[config.mk]
export PLATFORM = sky130hd
export DESIGN_NAME = regfile_wb_queue
export DESIGN_NICKNAME = d
export VERILOG_FILES = /design/src/rtl/regfile_wb_queue.sv
export SDC_FILE = /design/constraint.sdc
export NUM_CORES = 1
export LEC_CHECK = 0
export ABC_AREA = 1
export CORE_MARGIN = 1.5
export CORE_UTILIZATION = 58
export DETAILED_ROUTE_END_ITERATION = 7
export GPL_ROUTABILITY_DRIVEN = 0
export PLACE_DENSITY = 0.92
export SLEW_MARGIN = 40
export SYNTH_ARGS = -nofsm -noshare
export SYNTH_HDL_FRONTEND = slang
export SYNTH_SLANG_ARGS = --single-unit
[constraint.sdc]
create_clock -name clk -period 4.9 [get_ports clk]
set_input_delay 0.98 -clock clk [delete_from_list [all_inputs] [get_ports clk]]
set_output_delay 0.98 -clock clk [all_outputs]
set_load 0.02 [all_outputs]
[src/rtl/regfile_wb_queue.sv]
// rtl/regfile_wb_queue.sv - in-order two-port writeback queue feeding a dual-write-port regfile
// Optional read bypass of pending entries: define REGFILE_WB_BYPASS_EN.
module regfile_wb_queue #(
    parameter int IDX_W  = 2,
    parameter int DATA_W = 4,
    parameter int DEPTH  = 4
) (
    input  logic                       clk,
    input  logic                       reset_n,
    input  logic                       in0_valid,
    output logic                       in0_ready,
    input  logic [IDX_W-1:0]           in0_idx,
    input  logic [DATA_W-1:0]          in0_data,
    input  logic                       in1_valid,
    output logic                       in1_ready,
    input  logic [IDX_W-1:0]           in1_idx,
    input  logic [DATA_W-1:0]          in1_data,
    output logic                       wp_0_en,
    output logic [IDX_W-1:0]           wp_0_idx,
    output logic [DATA_W-1:0]          wp_0_data,
    output logic                       wp_1_en,
    output logic [IDX_W-1:0]           wp_1_idx,
    output logic [DATA_W-1:0]          wp_1_data,
`ifdef REGFILE_WB_BYPASS_EN
    input  logic [IDX_W-1:0]           bp_idx,
    output logic                       bp_hit,
    output logic [DATA_W-1:0]          bp_data,
`endif
    output logic [$clog2(DEPTH):0]     count
);
    localparam int PW = $clog2(DEPTH);
    localparam int CW = PW + 1;
    localparam logic [CW-1:0] DEPTH_C = CW'(DEPTH);

    logic [IDX_W-1:0]  idx_q  [DEPTH];
    logic [IDX_W-1:0]  idx_d  [DEPTH];
    logic [DATA_W-1:0] data_q [DEPTH];
    logic [DATA_W-1:0] data_d [DEPTH];
    logic [PW-1:0]     head_q, head_d, tail_q, tail_d;
    logic [CW-1:0]     count_q, count_d;

    logic [CW-1:0] free;
    logic [PW-1:0] head1, tail1;
    logic [1:0]    pop_n;
    logic          acc0, acc1;

    assign free      = DEPTH_C - count_q;
    assign in0_ready = (free >= CW'(1));
    assign in1_ready = (free >= CW'(2));
    assign count     = count_q;
    assign head1     = head_q + PW'(1);
    assign tail1     = tail_q + PW'(1);

    // Two same-idx writes never share a cycle, so the younger one waits for the next cycle.
    always_comb begin
        wp_0_en   = 1'b0;
        wp_0_idx  = '0;
        wp_0_data = '0;
        wp_1_en   = 1'b0;
        wp_1_idx  = '0;
        wp_1_data = '0;
        pop_n     = 2'd0;
        if (count_q != '0) begin
            wp_0_en   = 1'b1;
            wp_0_idx  = idx_q[head_q];
            wp_0_data = data_q[head_q];
            pop_n     = 2'd1;
            if ((count_q >= CW'(2)) && (idx_q[head1] != idx_q[head_q])) begin
                wp_1_en   = 1'b1;
                wp_1_idx  = idx_q[head1];
                wp_1_data = data_q[head1];
                pop_n     = 2'd2;
            end
        end
    end

    always_comb begin
        acc0   = in0_valid && in0_ready;
        acc1   = in1_valid && in1_ready;
        idx_d  = idx_q;
        data_d = data_q;
        if (acc0) begin
            idx_d[tail_q]  = in0_idx;
            data_d[tail_q] = in0_data;
        end
        if (acc1) begin
            idx_d[acc0 ? tail1 : tail_q]  = in1_idx;
            data_d[acc0 ? tail1 : tail_q] = in1_data;
        end
        tail_d  = tail_q + PW'(acc0) + PW'(acc1);
        head_d  = head_q + PW'(pop_n);
        count_d = count_q + CW'(acc0) + CW'(acc1) - CW'(pop_n);
    end

    always_ff @(posedge clk or negedge reset_n) begin
        if (!reset_n) begin
            head_q  <= '0;
            tail_q  <= '0;
            count_q <= '0;
            for (int i = 0; i < DEPTH; i++) begin
                idx_q[i]  <= '0;
                data_q[i] <= '0;
            end
        end else begin
            head_q  <= head_d;
            tail_q  <= tail_d;
            count_q <= count_d;
            for (int i = 0; i < DEPTH; i++) begin
                idx_q[i]  <= idx_d[i];
                data_q[i] <= data_d[i];
            end
        end
    end

`ifdef REGFILE_WB_BYPASS_EN
    logic [PW-1:0] bp_slot;

    // Walk oldest to youngest so the last match wins.
    always_comb begin
        bp_hit  = 1'b0;
        bp_data = '0;
        bp_slot = '0;
        for (int i = 0; i < DEPTH; i++) begin
            bp_slot = head_q + PW'(i);
            if ((CW'(i) < count_q) && (idx_q[bp_slot] == bp_idx)) begin
                bp_hit  = 1'b1;
                bp_data = data_q[bp_slot];
            end
        end
    end
`endif
endmodule

==> run_results.csv, run 1 <==
group,metric,value,unit
logic_synthesis,ys_seq_area_frac,0.3386,
min_path,min_path_cells,1,
setup_path,worst-setup-path-type,"reg2out",
setup_path,r2r_start,"head_q[0]$_DFF_PN0_",
setup_path,reg2reg_depth,14,
floorplanning,core_area,3716,um2
logic_synthesis,synth_seq_cells,31,
global_route,grt_use_total,0.3065,
setup_path,slowest_delay,0.76,ns
cts,hold_buffers,0,
global_route,grt_overflow,0,
logic_synthesis,avgSynthCellArea,6.859,um2
routing,route.vias.total,2285,
sta,finalSetupTns,0,ns
cts,cts_setup_buffers,0,
routing,drtIter0Drc,314,
global_route,grtUsageMet1,0.3958,
placement,hpwl,4.205,mm
routing,ant_nets,0,
cts,htreeDepth,2,
routing,wl_per_cell,14.33,um
logic_synthesis,syn_inst,334,
cts,cts_resized,0,
setup_path,critPathLaunchType,"register",
sta,fin_skew,0.008235,ns
logic_synthesis,syn-num-nets,365,
finish,post-route-util,0.7296,
min_path,worstHoldStart,"count[2]$_DFF_PN0_",
setup_path,r2r_end,"count[2]$_DFF_PN0_",
setup_path,cp.required,3.92,ns
global_route,met3_usage,0.08688,
cts,root_buffer,"clkbuf_8",
sta,max_freq,243.9,MHz
cts,cts_tree,"yes",
placement,dpl-instance-area,2630,um2
setup_path,path_common_cell,"nand2_1",
cts,clk_latency,0.30,ns
finish,final_common_cell,"nand2_1",
setup_path,crit_slowest_cell,"dfrtp_1",
floorplanning,fp-row-count,22,
setup_path,cp_num_buf_inv,2,
finish,layout_common_cells,"nand2_1, inv_1, clkdlybuf4s50_1",
routing,drc_errors,0,
run_status,status,"finished, final reports clean",
sta,finalWorstSetupSlack,0.8002,ns
cts,clockBufferDepth,2,
floorplanning,die_area,4336,um2
global_route,grtUsageMet2,0.4735,
finish,nNetsFinal,395,
sta,finalSetupViolCount,0,
floorplanning,die_w,65.85,um
finish,design_area,2711,um2
cts,cts.sinks,31,
routing,via_per_inst,5.533,
finish,syn2layout_area_growth,18.35,%
global_route,grt_pass1_wl,9.653,mm
setup_path,path_max_fanout,21,
cts,path_clk_slew,0.07,ns
placement,portBuffers,34,
logic_synthesis,mappedNetlistArea,2291,um2
setup_path,crit_chain,"inv_2 -> nand2_1 -> nand2_1 -> nand2_1 -> nand2_1 -> nand2_1 -> nand2_1 -> nand2_2 -> nand3_4 -> nor2_1 -> clkdlybuf4s50_1",
setup_path,r2r_setup_slack,1.51,ns
global_route,grt_pass1_vias,2043,
routing,drt-pass1-iter-count,5,
sta,hold_viol_final,0,
min_path,hold_class,"reg2reg",
sta,rsz0062_at_grt,"false",
floorplanning,initial_core_util,0.6165,
logic_synthesis,yosysUniqueCellTypes,25,
global_route,antenna_found_initial,0,
sta,relSlewSlack,0.5306,
sta,finalCritPeriodShare,0.8367,
floorplanning,die_h,65.85,um
finish,fillCellCount,306,
setup_path,crit_family,"simple AND/OR/NAND/NOR gates",
setup_path,arrival,3.12,ns
finish,drive_gt1_frac,0.04658,
logic_synthesis,ys_warn_count,0,
floorplanning,pin_count,35,
routing,wirelength,5.920,mm
global_route,grt_max_degree,32,
sta,tightest_slew,0.7016,ns
min_path,worst_hold_path.endpoint,"count[2]$_DFF_PN0_",
global_route,gr-max-usage-layer,"met2",
placement,dpl_worst_slack,1.215,ns
sta,finalMaxSlewViolations,0,
finish,diodes,0,
cts,numCtsBuffers,5,
setup_path,end_kind,"output port",
sta,period_minus_slack,4.100,ns
job,drv_cap,0,
state kept, by name, summed over array words and instances (netlist names):
register  count
idx_q         8
head_q        2
tail_q        2
count         3
data_q       16
layout make-up:
class                   count  area, um2  area share
repair buffers             35      347.8      0.1283
well taps                  48      60.06     0.02215
clock inverters             1      5.005    0.001846
inverters                  51      191.4     0.07060
multi-input cells         240       1255      0.4629
flip-flops and latches     31      775.7      0.2861
clock buffers               7      76.32     0.02815
per-stage QoR:
stage	instances	hold WS (ns)
final	413	0.5231
after global routing	413	0.5448
after CTS	413	0.5317
after detailed placement	405	0.5187
after global placement	405	0.5126
after floorplan	334	0.5109
logic make-up (layout without fill, tap and decap cells):
kind of cell    after synthesis  count (layout)  share of synthesized area
compound gates               78              78                     0.1808
buf+inv                      63              94                     0.1136
flops                        31              31                     0.3386
fa+ha+maj                    15              15                    0.09175
xor+xnor                      6               6                    0.02294
simple gates                141             141                     0.2523
how the worst max path moves through the flow:
stage | from | endpoint | depth (start not counted)
after CTS | head_q[0]$_DFF_PN0_ | wp_1_data[3] | 11
after global placement | head_q[0]$_DFF_PN0_ | wp_1_data[3] | 11
after detailed placement | head_q[0]$_DFF_PN0_ | wp_1_data[0] | 11
final | head_q[0]$_DFF_PN0_ | wp_1_data[3] | 11
after floorplan | count[0]$_DFF_PN0_ | count[1]$_DFF_PN0_ | 12
after global routing | head_q[0]$_DFF_PN0_ | wp_1_data[3] | 11
synth_stat cells:
| cell | count | share of area |
|---|---|---|
| nor2_1 | 12 | 0.020 |
| clkbuf_1 | 2 | 0.0033 |
| o221ai_1 | 4 | 0.015 |
| a21oi_1 | 13 | 0.028 |
| o21ai_1 | 24 | 0.052 |
| dfrtp_1 | 31 | 0.34 |
| o21ai_0 | 32 | 0.070 |
| fa_1 | 3 | 0.026 |
| nand3_4 | 1 | 0.0076 |
| xnor2_1 | 2 | 0.0076 |
| buf_6 | 1 | 0.0049 |
| inv_1 | 49 | 0.080 |
| ha_1 | 12 | 0.066 |
| xor2_1 | 4 | 0.015 |
| nand4_1 | 1 | 0.0027 |
| inv_2 | 2 | 0.0033 |
| o21ai_2 | 1 | 0.0038 |
| nand2_4 | 1 | 0.0049 |
| nand2_2 | 2 | 0.0055 |
| nand2_1 | 111 | 0.18 |
| nand3_1 | 10 | 0.022 |
| buf_2 | 7 | 0.015 |
| buf_4 | 2 | 0.0066 |
| o22ai_1 | 4 | 0.011 |
| nor2_2 | 3 | 0.0082 |
worst register-to-register path: cells and delay by family (launching register included):
kind | cells | cell delay, ns
compound gates | 1 | 0.23
simple gates | 6 | 0.85
flops | 1 | 0.76
fa+ha+maj | 3 | 0.84
xor+xnor | 2 | 0.30
buf+inv | 2 | 0.35
routing by layer:
| metal | up-vias | wire length, um | share of wire |
|---|---|---|---|
| met4 | 0 | 150 | 0.025 |
| met1 | 1011 | 2405 | 0.41 |
| met2 | 137 | 2794 | 0.47 |
| li1 | 1120 | - | - |
| met3 | 17 | 568 | 0.096 |
| met5 | - | 0 | 0 |
Power of run 1 is not shown: default switching activity piles up to over one toggle a cycle in this logic, so the estimate is an artifact.
==> run 2: changes to the inputs <==
Settings changed: CORE_UTILIZATION 58 to 49, PLACE_DENSITY 0.92 to 0.83.
Clock period 4.9 ns to 3.6 ns, I/O delays scaled along.
==> run 2 against run 1 <==
  * Sequential share of layout area fell by 0.20 points
  * Global-route usage fell by 5.3 points
  * Hold slack worse by 0.0099 ns
  * Clock-buffer cell count down 1
  * Cell count grew 1.2%
  * First-iteration DRC count fell by 43%
  * Die area is 17% higher
  * Design area grew 0.69%
  * Setup slack lost 0.42 ns
  * Non-clock buffer count up 3
  * Critical path depth unchanged
  * Clock skew fell by 0.0038 ns
==> run_results.csv, run 2 (synthesis gave the netlist of run 1 again) <==
group,metric,value,unit
cts,hold_buffers,0,
setup_path,crit_family,"simple AND/OR/NAND/NOR gates",
min_path,worstHoldStart,"count[2]$_DFF_PN0_",
cts,clockBufferDepth,2,
floorplanning,fp-row-count,24,
routing,wirelength,5.740,mm
setup_path,r2r_start,"head_q[0]$_DFF_PN0_",
routing,drc_errors,0,
placement,hpwl,4.150,mm
placement,dpl-instance-area,2658,um2
setup_path,arrival,2.50,ns
finish,syn2layout_area_growth,19.17,%
sta,period_minus_slack,3.218,ns
floorplanning,initial_core_util,0.5190,
cts,root_buffer,"clkbuf_8",
setup_path,path_common_cell,"nand2_1",
cts,path_clk_slew,0.06,ns
floorplanning,pin_count,35,
global_route,grt_max_degree,32,
sta,hold_viol_final,0,
global_route,antenna_found_initial,0,
floorplanning,die_h,71.38,um
finish,nNetsFinal,398,
cts,clk_latency,0.29,ns
routing,ant_nets,0,
sta,rsz0062_at_grt,"false",
setup_path,cp.required,2.88,ns
cts,numCtsBuffers,5,
global_route,grt_overflow,0,
setup_path,critPathLaunchType,"register",
sta,finalCritPeriodShare,0.8938,
finish,multi_input_area,1255,um2
placement,portBuffers,34,
finish,design_area,2730,um2
sta,finalSetupTns,0,ns
sta,finalMaxSlewViolations,0,
sta,finalSetupViolCount,0,
finish,top_register,"data_q",
setup_path,crit_slowest_cell,"clkdlybuf4s50_1",
routing,drt-pass1-iter-count,4,
sta,tightest_slew,0.7207,ns
routing,drtIter0Drc,179,
setup_path,end_kind,"output port",
routing,route.vias.total,2242,
finish,fillCellCount,416,
floorplanning,die_w,71.38,um
setup_path,crit_path_start,"head_q[0]$_DFF_PN0_",
cts,cts_resized,0,
finish,diodes,0,
setup_path,crit_chain,"buf_4 -> nand2_1 -> nand2_1 -> nand2_1 -> nand2_1 -> nand2_1 -> nand2_1 -> nand2_2 -> nand3_4 -> nor2_1 -> clkdlybuf4s50_1",
finish,largest_reg_flops,16,
sta,relSlewSlack,0.5177,
run_status,status,"finished, final reports clean",
min_path,hold_class,"reg2reg",
setup_path,slowest_delay,0.62,ns
setup_path,cp_num_buf_inv,2,
job,drv_cap,0,
global_route,grt_use_total,0.2540,
sta,fin_skew,0.004417,ns
cts,cts.sinks,31,
finish,layout.area.seq,775.7,um2
global_route,grt_pass1_wl,10.12,mm
finish,final_common_cell,"nand2_1",
finish,drive_gt1_frac,0.05191,
sta,max_freq,310.8,MHz
setup_path,path_max_fanout,19,
floorplanning,die_area,5094,um2
routing,wl_per_cell,13.73,um
global_route,grt_pass1_vias,2132,
cts,htreeDepth,2,
cts,cts_tree,"yes",
routing,via_per_inst,5.364,
floorplanning,core_area,4414,um2
finish,layout_common_cells,"nand2_1, inv_1, clkdlybuf4s50_1",
cts,cts_setup_buffers,0,
setup_path,worst-setup-path-type,"reg2out",
-- run 2: path summary, 6_finish.rpt --
path	endpoint	slack, ns	cells after the start
max	wp_1_data[3]	0.38	11
min	count[2]$_DFF_PN0_	0.51	1
max reg2reg	count[2]$_DFF_PN0_	0.78	15
min reg2reg	count[2]$_DFF_PN0_	0.51	1
max in group asynchronous	idx_q[5]$_DFF_PN0_	2.46	2
min in group asynchronous	head_q[1]$_DFF_PN0_	0.84	2
-- run 2: routing by layer --
layer / track usage / wire [um]
met1: 0.3523 / 2485
met2: 0.3920 / 2729
met3: 0.04782 / 422
met4: 0.1048 / 103
met5: 0 / 0
-- run 2: cell type report --
| type | instances | share of cell area |
|---|---|---|
| clock buffers | 6 | 0.02658 |
| inverters | 51 | 0.07012 |
| multi-input cells | 240 | 0.4597 |
| flip-flops and latches | 31 | 0.2841 |
| well taps | 52 | 0.02383 |
| repair buffers | 38 | 0.1357 |
-- run 2: metrics by stage --
step,hold WS (ns),cells,util,worst slack [ns]
6_report,0.5132,418,0.6185,0.3824
5_1_grt,0.5325,418,0.6185,0.1923
4_1_cts,0.5158,418,0.6185,0.3992
3_5_place_dp,0.5100,412,0.6020,0.7194
3_3_place_gp,0.5075,412,0.6020,0.7359
2_1_floorplan,0.4244,334,-,0.7288
-- run 2: worst register-to-register path: stages (launching register included) --
cell     delay, ns
dfrtp_1       0.38
buf_4         0.24
nand2_1       0.19
nand2_1       0.13
nand2_1       0.08
nand2_1       0.09
nand2_1       0.06
nand2_1       0.07
nand2_2       0.08
a21oi_1       0.22
ha_1          0.29
fa_1          0.36
inv_1         0.07
fa_1          0.19
xnor2_1       0.14
xor2_1        0.15
Power of run 2 is left out for the same reason.
==> run 3: changes to the inputs <==
Settings changed: GPL_TIMING_DRIVEN set to 0, MAX_ROUTING_LAYER set to met4.
==> run 3 against run 2 <==
  * Flip-flop and latch count is the same
  * Register-to-register slack lost 0.07 ns
  * Non-clock buffer count grew 8
  * Cell count grew 2.2%
  * Critical path depth shrank 3
  * Hold slack lost 0.040 ns
  * Die area is the same
==> run_results.csv, run 3 (synthesis gave the netlist of run 1 again) <==
group,metric,value,unit
cts,path_clk_slew,0.06,ns
routing,drc_errors,0,
finish,layout_common_cells,"nand2_1, inv_1, clkdlybuf4s50_1",
placement,hpwl,4.244,mm
floorplanning,core_area,4414,um2
routing,wirelength,5.868,mm
floorplanning,die_w,71.38,um
finish,syn2layout_area_growth,21.30,%
finish,drive_gt1_frac,0.07467,
global_route,grt_use_total,0.2531,
setup_path,arrival,2.58,ns
placement,portBuffers,34,
floorplanning,pin_count,35,
finish,final_common_cell,"nand2_1",
min_path,hold_class,"in2async",
global_route,antenna_found_initial,0,
setup_path,critPathLaunchType,"register",
sta,finalSetupTns,0,ns
cts,hold_buffers,0,
cts,root_buffer,"clkbuf_8",
cts,cts_tree,"yes",
finish,largest_reg_flops,16,
routing,wl_per_cell,13.74,um
routing,drt-pass1-iter-count,5,
global_route,grt_max_degree,32,
global_route,grt_pass1_wl,9.722,mm
global_route,grt_overflow,0,
sta,period_minus_slack,3.296,ns
setup_path,cp_num_buf_inv,4,
setup_path,crit_slowest_cell,"clkdlybuf4s50_1",
setup_path,end_kind,"output port",
sta,relSlewSlack,0.5168,
floorplanning,initial_core_util,0.5190,
run_status,status,"finished, final reports clean",
cts,htreeDepth,2,
routing,drtIter0Drc,225,
floorplanning,fp-row-count,24,
sta,max_freq,303.4,MHz
sta,rsz0062_at_grt,"false",
routing,via_per_inst,5.450,
sta,tightest_slew,0.7221,ns
routing,route.vias.total,2327,
finish,diodes,0,
sta,hold_viol_final,0,
sta,finalSetupViolCount,0,
global_route,grt_pass1_vias,2142,
floorplanning,die_h,71.38,um
setup_path,crit_chain,"inv_1 -> ha_1 -> ha_1 -> clkbuf_1 -> inv_1 -> nand3_4 -> nor2_1 -> clkdlybuf4s50_1",
setup_path,path_max_fanout,9,
cts,clk_latency,0.29,ns
routing,ant_nets,0,
finish,top_register,"data_q",
cts,cts.sinks,31,
setup_path,worst-setup-path-type,"reg2out",
sta,finalCritPeriodShare,0.9156,
floorplanning,die_area,5094,um2
job,drv_cap,0,
finish,nNetsFinal,406,
cts,clockBufferDepth,2,
cts,cts_setup_buffers,0,
setup_path,slowest_delay,0.62,ns
cts,cts_resized,0,
sta,fin_skew,0.004994,ns
sta,finalMaxSlewViolations,0,
setup_path,crit_family,"buffers and inverters",
cts,numCtsBuffers,5,
setup_path,cp.required,2.88,ns
-- run 3: layout make-up --
type                       count  area, um2
buffer                        12      68.82
clock buffer                   6      82.58
clock inverter                 1      5.005
fill                         393       1635
inverter                      51      191.4
multi-input combinational    240       1255
sequential                    31      775.7
tap                           52      65.06
timing repair buffer          34      335.3
-- run 3: stage by stage --
step / instances / area [um2] / worst slack (ns) / utilization / hold slack (ns)
after floorplan: 334 / 2291 / 0.7288 / - / 0.4244
after global placement: 420 / 2696 / 0.6359 / 0.6108 / 0.4954
after detailed placement: 420 / 2691 / 0.6208 / 0.6097 / 0.4989
after CTS: 427 / 2779 / 0.2918 / 0.6295 / 0.4896
after global routing: 427 / 2779 / 0.1699 / 0.6295 / 0.5294
final: 427 / 2779 / 0.3037 / 0.6295 / 0.4732
-- run 3: worst reg2reg max path, stage by stage, from the launching register on --
cell and delay [ns]:
dfrtp_1 0.39, inv_1 0.13, ha_1 0.22, ha_1 0.27, inv_1 0.04, nor2_2 0.12, nand2_2 0.09, nand2_4 0.12
buf_2 0.25, ha_1 0.28, fa_1 0.36, inv_1 0.08, fa_1 0.18, xnor2_1 0.13, xor2_1 0.15
-- run 3: path summary, 6_finish.rpt --
| kind | from | to | slack [ns] | depth (start not counted) |
|---|---|---|---|---|
| worst max-delay path | count[0]$_DFF_PN0_ | wp_1_data[3] | 0.30 | 8 |
| worst min-delay path | reset_n | data_q[10]$_DFF_PN0_ | 0.47 | 1 |
| worst max register to register | count[0]$_DFF_PN0_ | count[2]$_DFF_PN0_ | 0.71 | 14 |
| worst min register to register | count[2]$_DFF_PN0_ | count[2]$_DFF_PN0_ | 0.50 | 1 |
| max in group asynchronous | reset_n | data_q[0]$_DFF_PN0_ | 2.68 | 1 |
| min in group clk | count[2]$_DFF_PN0_ | count[2]$_DFF_PN0_ | 0.50 | 1 |
-- run 3: routing by layer --
metal	vias up	share of wire	GRT usage
met2	102	0.48	0.3858
li1	1142	-	-
met3	17	0.081	0.04079
met1	1066	0.42	0.3282
met4	0	0.027	0.1258
met5	-	0	-
Power of run 3 is left out for the same reason.
